--- config.mk ---
export PLATFORM = sky130hd
export DESIGN_NAME = ps2_voice_tracker
export DESIGN_NICKNAME = d
export VERILOG_FILES = /design/src/rtl/ps2_voice_pkg.sv /design/src/rtl/ps2_ack_ctrl.sv /design/src/rtl/ps2_voice_tracker.sv
export SDC_FILE = /design/constraint.sdc
export NUM_CORES = 1
export LEC_CHECK = 0
export ABC_CLOCK_PERIOD_IN_PS = 3700
export BUFFER_PORTS_ARGS = -buffer_cell sky130_fd_sc_hd__buf_4
export CAP_MARGIN = 20
export CORE_ASPECT_RATIO = 2
export CORE_MARGIN = 8
export CORE_UTILIZATION = 59
export CTS_BUF_LIST = sky130_fd_sc_hd__clkbuf_4
export CTS_CLUSTER_SIZE = 10
export DETAILED_ROUTE_END_ITERATION = 16
export PLACE_DENSITY = 0.83
export SETUP_SLACK_MARGIN = 0.2
export SLEW_MARGIN = 20
export SYNTH_ARGS = -nofsm -noshare
export SYNTH_HDL_FRONTEND = slang
export SYNTH_SLANG_ARGS = --single-unit
--- constraint.sdc ---
create_clock -name clock -period 3.7 [get_ports clock]
set_input_delay 0.555 -clock clock [delete_from_list [all_inputs] [get_ports clock]]
set_output_delay 0.555 -clock clock [all_outputs]
set_load 0.005 [all_outputs]
--- src/rtl/ps2_voice_pkg.sv ---
// ps2_voice_pkg
// Shared definitions for the PS/2 voice tracker:
//   - scan code constants for the extended / break prefixes and octave keys
//   - piano-row key map returning {hit, index[3:0]}
//   - prefix decoder state enumeration
package ps2_voice_pkg;

   localparam logic [7:0] SC_EXT    = 8'hE0;
   localparam logic [7:0] SC_BRK    = 8'hF0;
   localparam logic [7:0] SC_OCT_DN = 8'h1A;
   localparam logic [7:0] SC_OCT_UP = 8'h22;

   typedef enum logic [1:0] {
      ST_IDLE,
      ST_EXT,
      ST_BRK,
      ST_EXT_BRK
   } prefix_state_t;

   // Piano-row keys A W S E D F T G Y H U J K map to semitone indices 0..12.
   function automatic logic [4:0] key_map(input logic [7:0] code);
      logic [4:0] r;
      case (code)
         8'h1C:   r = {1'b1, 4'd0};
         8'h1D:   r = {1'b1, 4'd1};
         8'h1B:   r = {1'b1, 4'd2};
         8'h24:   r = {1'b1, 4'd3};
         8'h23:   r = {1'b1, 4'd4};
         8'h2B:   r = {1'b1, 4'd5};
         8'h2C:   r = {1'b1, 4'd6};
         8'h34:   r = {1'b1, 4'd7};
         8'h35:   r = {1'b1, 4'd8};
         8'h33:   r = {1'b1, 4'd9};
         8'h3C:   r = {1'b1, 4'd10};
         8'h3B:   r = {1'b1, 4'd11};
         8'h42:   r = {1'b1, 4'd12};
         default: r = 5'd0;
      endcase
      return r;
   endfunction

endpackage

--- src/rtl/ps2_ack_ctrl.sv ---
// ps2_ack_ctrl
// Turns the receiver's level "byte pending" flag into a single-cycle read
// acknowledge. The ack flag remembers that the current byte was taken so a
// held scan_ready is never read twice; it clears once scan_ready drops.
// Ports:
//   clock, reset  system clock, synchronous active-high reset
//   scan_ready    receiver has a byte pending
//   read          one-cycle acknowledge, byte captured on this cycle
module ps2_ack_ctrl
(
   input  logic clock,
   input  logic reset,
   input  logic scan_ready,
   output logic read
);

   logic ack_flag;

   assign read = scan_ready & ~ack_flag & ~reset;

   // Set on the acknowledge cycle, cleared by the first idle cycle of scan_ready.
   always_ff @(posedge clock) begin
      if (reset) begin
         ack_flag <= 1'b0;
      end else if (read) begin
         ack_flag <= 1'b1;
      end else if (!scan_ready) begin
         ack_flag <= 1'b0;
      end
   end

endmodule

--- src/rtl/ps2_voice_tracker.sv ---
// ps2_voice_tracker
// Polyphonic note tracker between the PS/2 receiver and the voice bank.
// Decodes make / break / extended sequences, maps piano-row keys to notes
// with an octave offset, and allocates notes to NUM_VOICES voice slots.
// Ports:
//   clock, reset   system clock, synchronous active-high reset
//   scan_ready     receiver has a byte pending
//   scan_code      pending byte, sampled on the read cycle
//   read           one-cycle acknowledge
//   voice_note     packed note per voice, voice 0 in LSBs
//   voice_gate     gate per voice
//   note_event     one-cycle pulse when a gate changes
//   event_voice    voice that changed (held until the next event)
//   event_on       1 = note on, 0 = note off (held until the next event)
//   octave         current signed octave offset
//   overflow       sticky: a press was dropped or a voice stolen
module ps2_voice_tracker
   import ps2_voice_pkg::*;
#(
   parameter int NUM_VOICES = 4,
   parameter int NOTE_W     = 7,
   parameter int BASE_NOTE  = 60,
   parameter int OCT_MIN    = -2,
   parameter int OCT_MAX    = 2,
   parameter int STEAL_MODE = 0,
   localparam int VW = (NUM_VOICES > 1) ? $clog2(NUM_VOICES) : 1
)
(
   input  logic                         clock,
   input  logic                         reset,
   input  logic                         scan_ready,
   input  logic [7:0]                   scan_code,
   output logic                         read,
   output logic [NUM_VOICES*NOTE_W-1:0] voice_note,
   output logic [NUM_VOICES-1:0]        voice_gate,
   output logic                         note_event,
   output logic [VW-1:0]                event_voice,
   output logic                         event_on,
   output logic [3:0]                   octave,
   output logic                         overflow
);

   if (NUM_VOICES < 1 || NUM_VOICES > 16 || OCT_MIN > OCT_MAX || OCT_MIN < -8 ||
       OCT_MAX > 7 || STEAL_MODE < 0 || STEAL_MODE > 1 ||
       BASE_NOTE + 12*OCT_MIN < 0 || BASE_NOTE + 12*OCT_MAX + 12 >= (1 << NOTE_W)) begin : g_bad_params
      $error("ps2_voice_tracker: illegal parameter combination");
   end

   prefix_state_t     state_q, state_d;
   logic              press_req, release_req;
   logic [4:0]        key_lookup;
   logic              key_hit;
   logic [3:0]        key_idx;
   logic [3:0]        key_q  [NUM_VOICES];
   logic [NOTE_W-1:0] note_q [NUM_VOICES];
   logic signed [3:0] octave_q;
   logic [VW-1:0]     steal_ptr;
   logic              held_hit, free_found;
   logic [VW-1:0]     free_idx, held_idx;
   logic              assign_en, steal_now, drop_now, release_en;
   logic [VW-1:0]     assign_idx;
   logic [NOTE_W-1:0] note_calc;

   ps2_ack_ctrl u_ack (
      .clock      (clock),
      .reset      (reset),
      .scan_ready (scan_ready),
      .read       (read)
   );

   assign key_lookup = key_map(scan_code);
   assign key_hit    = key_lookup[4];
   assign key_idx    = key_lookup[3:0];

   // Signed arithmetic so negative octaves lower the note; truncated to NOTE_W.
   assign note_calc = NOTE_W'(BASE_NOTE + 12*int'(octave_q) + int'(key_idx));

   for (genvar g = 0; g < NUM_VOICES; g++) begin : g_flat
      assign voice_note[g*NOTE_W +: NOTE_W] = note_q[g];
   end
   assign octave = octave_q;

   always_ff @(posedge clock) begin
      if (reset) begin
         state_q <= ST_IDLE;
      end else begin
         state_q <= state_d;
      end
   end

   // Prefix decoder: only advances on the read cycle, and tells the voice
   // bank whether the captured byte is a press or a release.
   always_comb begin
      state_d     = state_q;
      press_req   = 1'b0;
      release_req = 1'b0;
      if (read) begin
         unique case (state_q)
            ST_IDLE: begin
               if (scan_code == SC_EXT) begin
                  state_d = ST_EXT;
               end else if (scan_code == SC_BRK) begin
                  state_d = ST_BRK;
               end else begin
                  press_req = 1'b1;
               end
            end
            ST_EXT: begin
               state_d = (scan_code == SC_BRK) ? ST_EXT_BRK : ST_IDLE;
            end
            ST_BRK: begin
               state_d     = ST_IDLE;
               release_req = (scan_code != SC_EXT) && (scan_code != SC_BRK);
            end
            ST_EXT_BRK: begin
               state_d = ST_IDLE;
            end
            default: state_d = ST_IDLE;
         endcase
      end
   end

   // Descending scan so the lowest-numbered matches win. A key index can sit
   // in at most one gated voice, so held_idx is unambiguous.
   always_comb begin
      held_hit   = 1'b0;
      free_found = 1'b0;
      free_idx   = '0;
      held_idx   = '0;
      for (int v = NUM_VOICES-1; v >= 0; v--) begin
         if (!voice_gate[v]) begin
            free_found = 1'b1;
            free_idx   = VW'(v);
         end
         if (voice_gate[v] && key_q[v] == key_idx) begin
            held_hit = 1'b1;
            held_idx = VW'(v);
         end
      end
   end

   // Allocation decision: a repeat of a held key (typematic) is a no-op.
   always_comb begin
      assign_en  = 1'b0;
      assign_idx = free_idx;
      steal_now  = 1'b0;
      drop_now   = 1'b0;
      if (press_req && key_hit && !held_hit) begin
         if (free_found) begin
            assign_en = 1'b1;
         end else if (STEAL_MODE != 0) begin
            assign_en  = 1'b1;
            assign_idx = steal_ptr;
            steal_now  = 1'b1;
         end else begin
            drop_now = 1'b1;
         end
      end
   end

   assign release_en = release_req && key_hit && held_hit;

   // Voice bank, octave and event outputs. Release matches by key index so an
   // octave change between press and release does not strand a voice; the
   // note is kept after release for the envelope tail.
   always_ff @(posedge clock) begin
      if (reset) begin
         voice_gate  <= '0;
         octave_q    <= '0;
         steal_ptr   <= '0;
         overflow    <= 1'b0;
         note_event  <= 1'b0;
         event_voice <= '0;
         event_on    <= 1'b0;
         for (int v = 0; v < NUM_VOICES; v++) begin
            key_q[v]  <= '0;
            note_q[v] <= '0;
         end
      end else begin
         note_event <= 1'b0;
         if (assign_en) begin
            for (int v = 0; v < NUM_VOICES; v++) begin
               if (VW'(v) == assign_idx) begin
                  key_q[v]      <= key_idx;
                  note_q[v]     <= note_calc;
                  voice_gate[v] <= 1'b1;
               end
            end
            note_event  <= 1'b1;
            event_voice <= assign_idx;
            event_on    <= 1'b1;
         end
         if (release_en) begin
            for (int v = 0; v < NUM_VOICES; v++) begin
               if (VW'(v) == held_idx) begin
                  voice_gate[v] <= 1'b0;
               end
            end
            note_event  <= 1'b1;
            event_voice <= held_idx;
            event_on    <= 1'b0;
         end
         if (steal_now || drop_now) begin
            overflow <= 1'b1;
         end
         if (steal_now) begin
            steal_ptr <= (steal_ptr == VW'(NUM_VOICES-1)) ? '0 : steal_ptr + 1'b1;
         end
         if (press_req && scan_code == SC_OCT_UP && int'(octave_q) < OCT_MAX) begin
            octave_q <= octave_q + 4'sd1;
         end
         if (press_req && scan_code == SC_OCT_DN && int'(octave_q) > OCT_MIN) begin
            octave_q <= octave_q - 4'sd1;
         end
      end
   end

endmodule

==> flow_metrics.py <==
metrics = {
    "clock_tree": {
        "clockBufferDepth": 2,
        "clkTransAtPathRegs_ns": 0.15,
        "clockRootBuffer": "clkbuf_4",
        "cts_tree": "done",
        "cts-htree-levels": 2,
        "holdBufCountCts": 0,
        "numCtsBuffers": 5,
        "clkSinkCount": 52,
        "cts_setup_buffers": 0,
        "worst_skew_pair.late_latency_ns": 0.38,
        "cts_resized": 0,
    },
    "final_layout": {
        "layout_common_cells": "buf_4, nor2_1, edfxtp_1",
        "areaGrowthSynthToFinish_pct": 14.2,
        "layout.cells.most_common": "buf_4",
        "layout-drive-gt1-share_pct": 24.8,
        "diodes": 0,
        "nets": 401,
        "fillers": 437,
    },
    "yosys": {
        "synth_mux_area_share_pct": 0.649,
        "synth_area_leaders": "edfxtp_1, dfxtp_1, nor2_1",
        "synth-seq-area-share_pct": 42.7,
        "ys_warn_count": 0,
        "synth.top_cell.area_share_pct": 33.0,
        "syn_area_um2": 3280,
        "synth_compound_area_share_pct": 15.5,
        "synth_simple_gate_area_share_pct": 23.3,
        "synth-xor-area-share_pct": 4.54,
        "yosys.area.top_type": "edfxtp_1",
        "ys_ff_latch": 52,
        "synth_fp_nets": 351,
        "synth_cell_types": 71,
        "synth_edf_count": 36,
        "postSynthAreaPerCell_um2": 10.1,
        "synth_top_family_by_area": "simple AND/OR/NAND/NOR gates",
        "synth_adder_area_share_pct": 6.79,
        "synth_cells": 324,
        "ys_async_sr_fraction_pct": 0,
        "ys.flop_type": "edfxtp_1",
    },
    "grt": {
        "grt_max_degree": 18,
        "gr-total-overflow": 0,
        "grt_pass1_vias": 2709,
        "grt_pass1_wl_mm": 13.0,
        "met1_usage_pct": 20.3,
        "grt.busiest_layer": "met2",
        "use_met3_pct": 3.05,
        "track_usage_pct": 20.0,
        "gr-usage-met2_pct": 36.1,
        "antenna_found_initial": 0,
    },
    "placed_design": {
        "portBuffers": 52,
        "gp_congestion": 0.932,
        "pre_cts_slack_ns": 0.00855,
        "dp_hpwl_mm": 6.45,
    },
    "worst_setup_path": {
        "crit_top_cell": "nor4_4",
        "path_max_fanout": 16,
        "path_class": "in -> reg",
        "r2r_start": "octave[2]",
        "cp-endpoint": "key_q[3][2]",
        "worst_setup_path_start_kind": "primary input",
        "worstPathRequired_ns": 3.75,
        "critPathBufInv": 1,
        "crit_chain": "buf_4 -> or4b_4 -> a2111oi_4 -> a21oi_2 -> xnor2_1 -> nor4_4 -> nor4_4 -> nand4b_4 -> nand2_1",
        "critical_path_depth": 9,
        "cp_data_arrival_time_ns": 3.31,
        "crit_slowest_cell": "or4b_4",
        "max_stage_delay_ns": 0.56,
        "end_kind": "flop",
        "reg2reg_depth": 15,
        "worstReg2RegEnd": "octave[3]",
        "critPathTopFamily": "simple AND/OR/NAND/NOR gates",
        "critical_path.startpoint": "scan_code[4]",
        "r2r_setup_slack_ns": 0.83,
    },
    "routing": {
        "drt_iter0_drc": 159,
        "drc": 0,
        "via_per_inst": 6.13,
        "postRouteAntennaNets": 0,
        "routed_wl_mm": 8.14,
        "routedWlPerCell_um": 18.7,
        "num_vias": 2668,
        "first_pass_iters": 4,
    },
    "sta": {
        "fmax_mhz": 307,
        "worstMarginPinSlew_ns": 0.592,
        "finalSetupViolations": 0,
        "skew_ns": 0.0152,
        "slew_violations": 0,
        "relSlewSlack_pct": 60.1,
        "fin_crit_sh_pct": 88.0,
        "fin_setup_tns_ns": 0,
        "fin_crit_ns": 3.26,
        "fin_ws_ns": 0.445,
        "rsz0062_at_grt": "false",
        "hold_viol": 0,
    },
    "floorplanning": {
        "die_w_um": 68.7,
        "die-area_um2": 8340,
        "die_h_um": 121,
        "core_area_um2": 5370,
        "initial_core_util_pct": 61.0,
        "ios": 53,
        "num_rows": 38,
    },
    "worst_hold_path": {
        "hold_depth": 2,
        "hp-class": "in -> reg",
    },
    "power": {
        "leakagePower_nw": 1.56,
        "irDropWorstVdd_mv": 0.358,
        "pwr_density_cell_nw_per_um2": 273,
    },
    "flow_run": {
        "cap_viol_max_count": 0,
    },
    "outcome": {
        "status": "finished, final reports clean",
    },
}
cells in the mapped netlist, types with 4 or more instances:
cell      number
nor2_1        51
edfxtp_1      36
inv_1         21
a21oi_1       18
nand2_1       17
dfxtp_1       16
ha_1          13
nor3_1        11
xnor2_1       11
buf_4          8
nand3_1        8
o21ai_0        8
xor2_1         6
a211oi_1       5
a21boi_0       5
clkbuf_1       5
o211ai_1       5
nor4b_1        4
per-stage QoR:
stage	power (W)	util, %	cell area (um2)	hold WS [ns]	std cells
CTS	0.00102	69.7	3740	0.434	435
global route	0.00105	69.7	3740	0.429	435
floorplan	0.000723	-	3280	0.465	324
global placement	0.000771	68.6	3680	0.471	427
detailed placement	0.000773	68.6	3680	0.466	427
finish	0.00102	69.7	3740	0.432	435
state kept, by name, summed over array words and instances, names as in the netlist:
register        cells
event_on            1
event_voice         2
key_q              12
note_event          1
note_q             24
octave              4
overflow            1
state_q             2
u_ack.ack_flag      1
voice_gate          4
kinds of logic after synthesis:
| group | count (synthesis) |
|---|---|
| DFF | 52 |
| muxes | 2 |
| xor gates and xnor gates | 17 |
| adders and majority gates | 16 |
| and+or+nand+nor | 128 |
| AOI/OAI and AO/OA | 69 |
| buffers and inverters | 40 |
worst register-to-register path, stage by stage, from the launching register on:
cell,delay (ns)
dfxtp_1,0.47
ha_1,0.25
nand3_1,0.09
a21oi_1,0.14
nor2_1,0.08
nor4b_1,0.25
buf_4,0.18
nand2_1,0.08
inv_1,0.09
ha_1,0.23
a21o_1,0.18
a21oi_1,0.15
mux2_2,0.34
nand2_1,0.08
xnor2_1,0.12
nor2_1,0.06
layer usage:
metal  wire (um)  vias to the layer above
li1            -                     1273
met1        2870                     1281
met2        4550                       82
met3         322                       32
met4         397                        0
met5           0                        -
cell type report:
class / instances / area (um2) / share of cell area, %
well taps: 60 / 75.1 / 2.01
inverters: 21 / 78.8 / 2.11
flip-flops and latches: 52 / 1400 / 37.4
clock inverters: 3 / 21.3 / 0.568
repair buffers: 62 / 465 / 12.4
clock buffers: 5 / 37.5 / 1.00
multi-input cells: 232 / 1660 / 44.5
worst min path at each step:
stage	from	end	slack (ns)
after floorplan	overflow	overflow	0.46
after global placement	overflow	overflow	0.47
after detailed placement	overflow	overflow	0.47
after CTS	reset	state_q[1]	0.43
after global routing	scan_ready	u_ack.ack_flag	0.43
final	scan_ready	u_ack.ack_flag	0.43
report_power, final:
group	switching [W]	internal [W]	leakage (nW)
Combinational	0.0000656	0.0000487	1.03
Sequential	0.0000103	0.000636	0.495
Clock	0.000185	0.0000756	0.0316
Total	0.000261	0.000761	1.56
(Power assumes the default switching activity.)
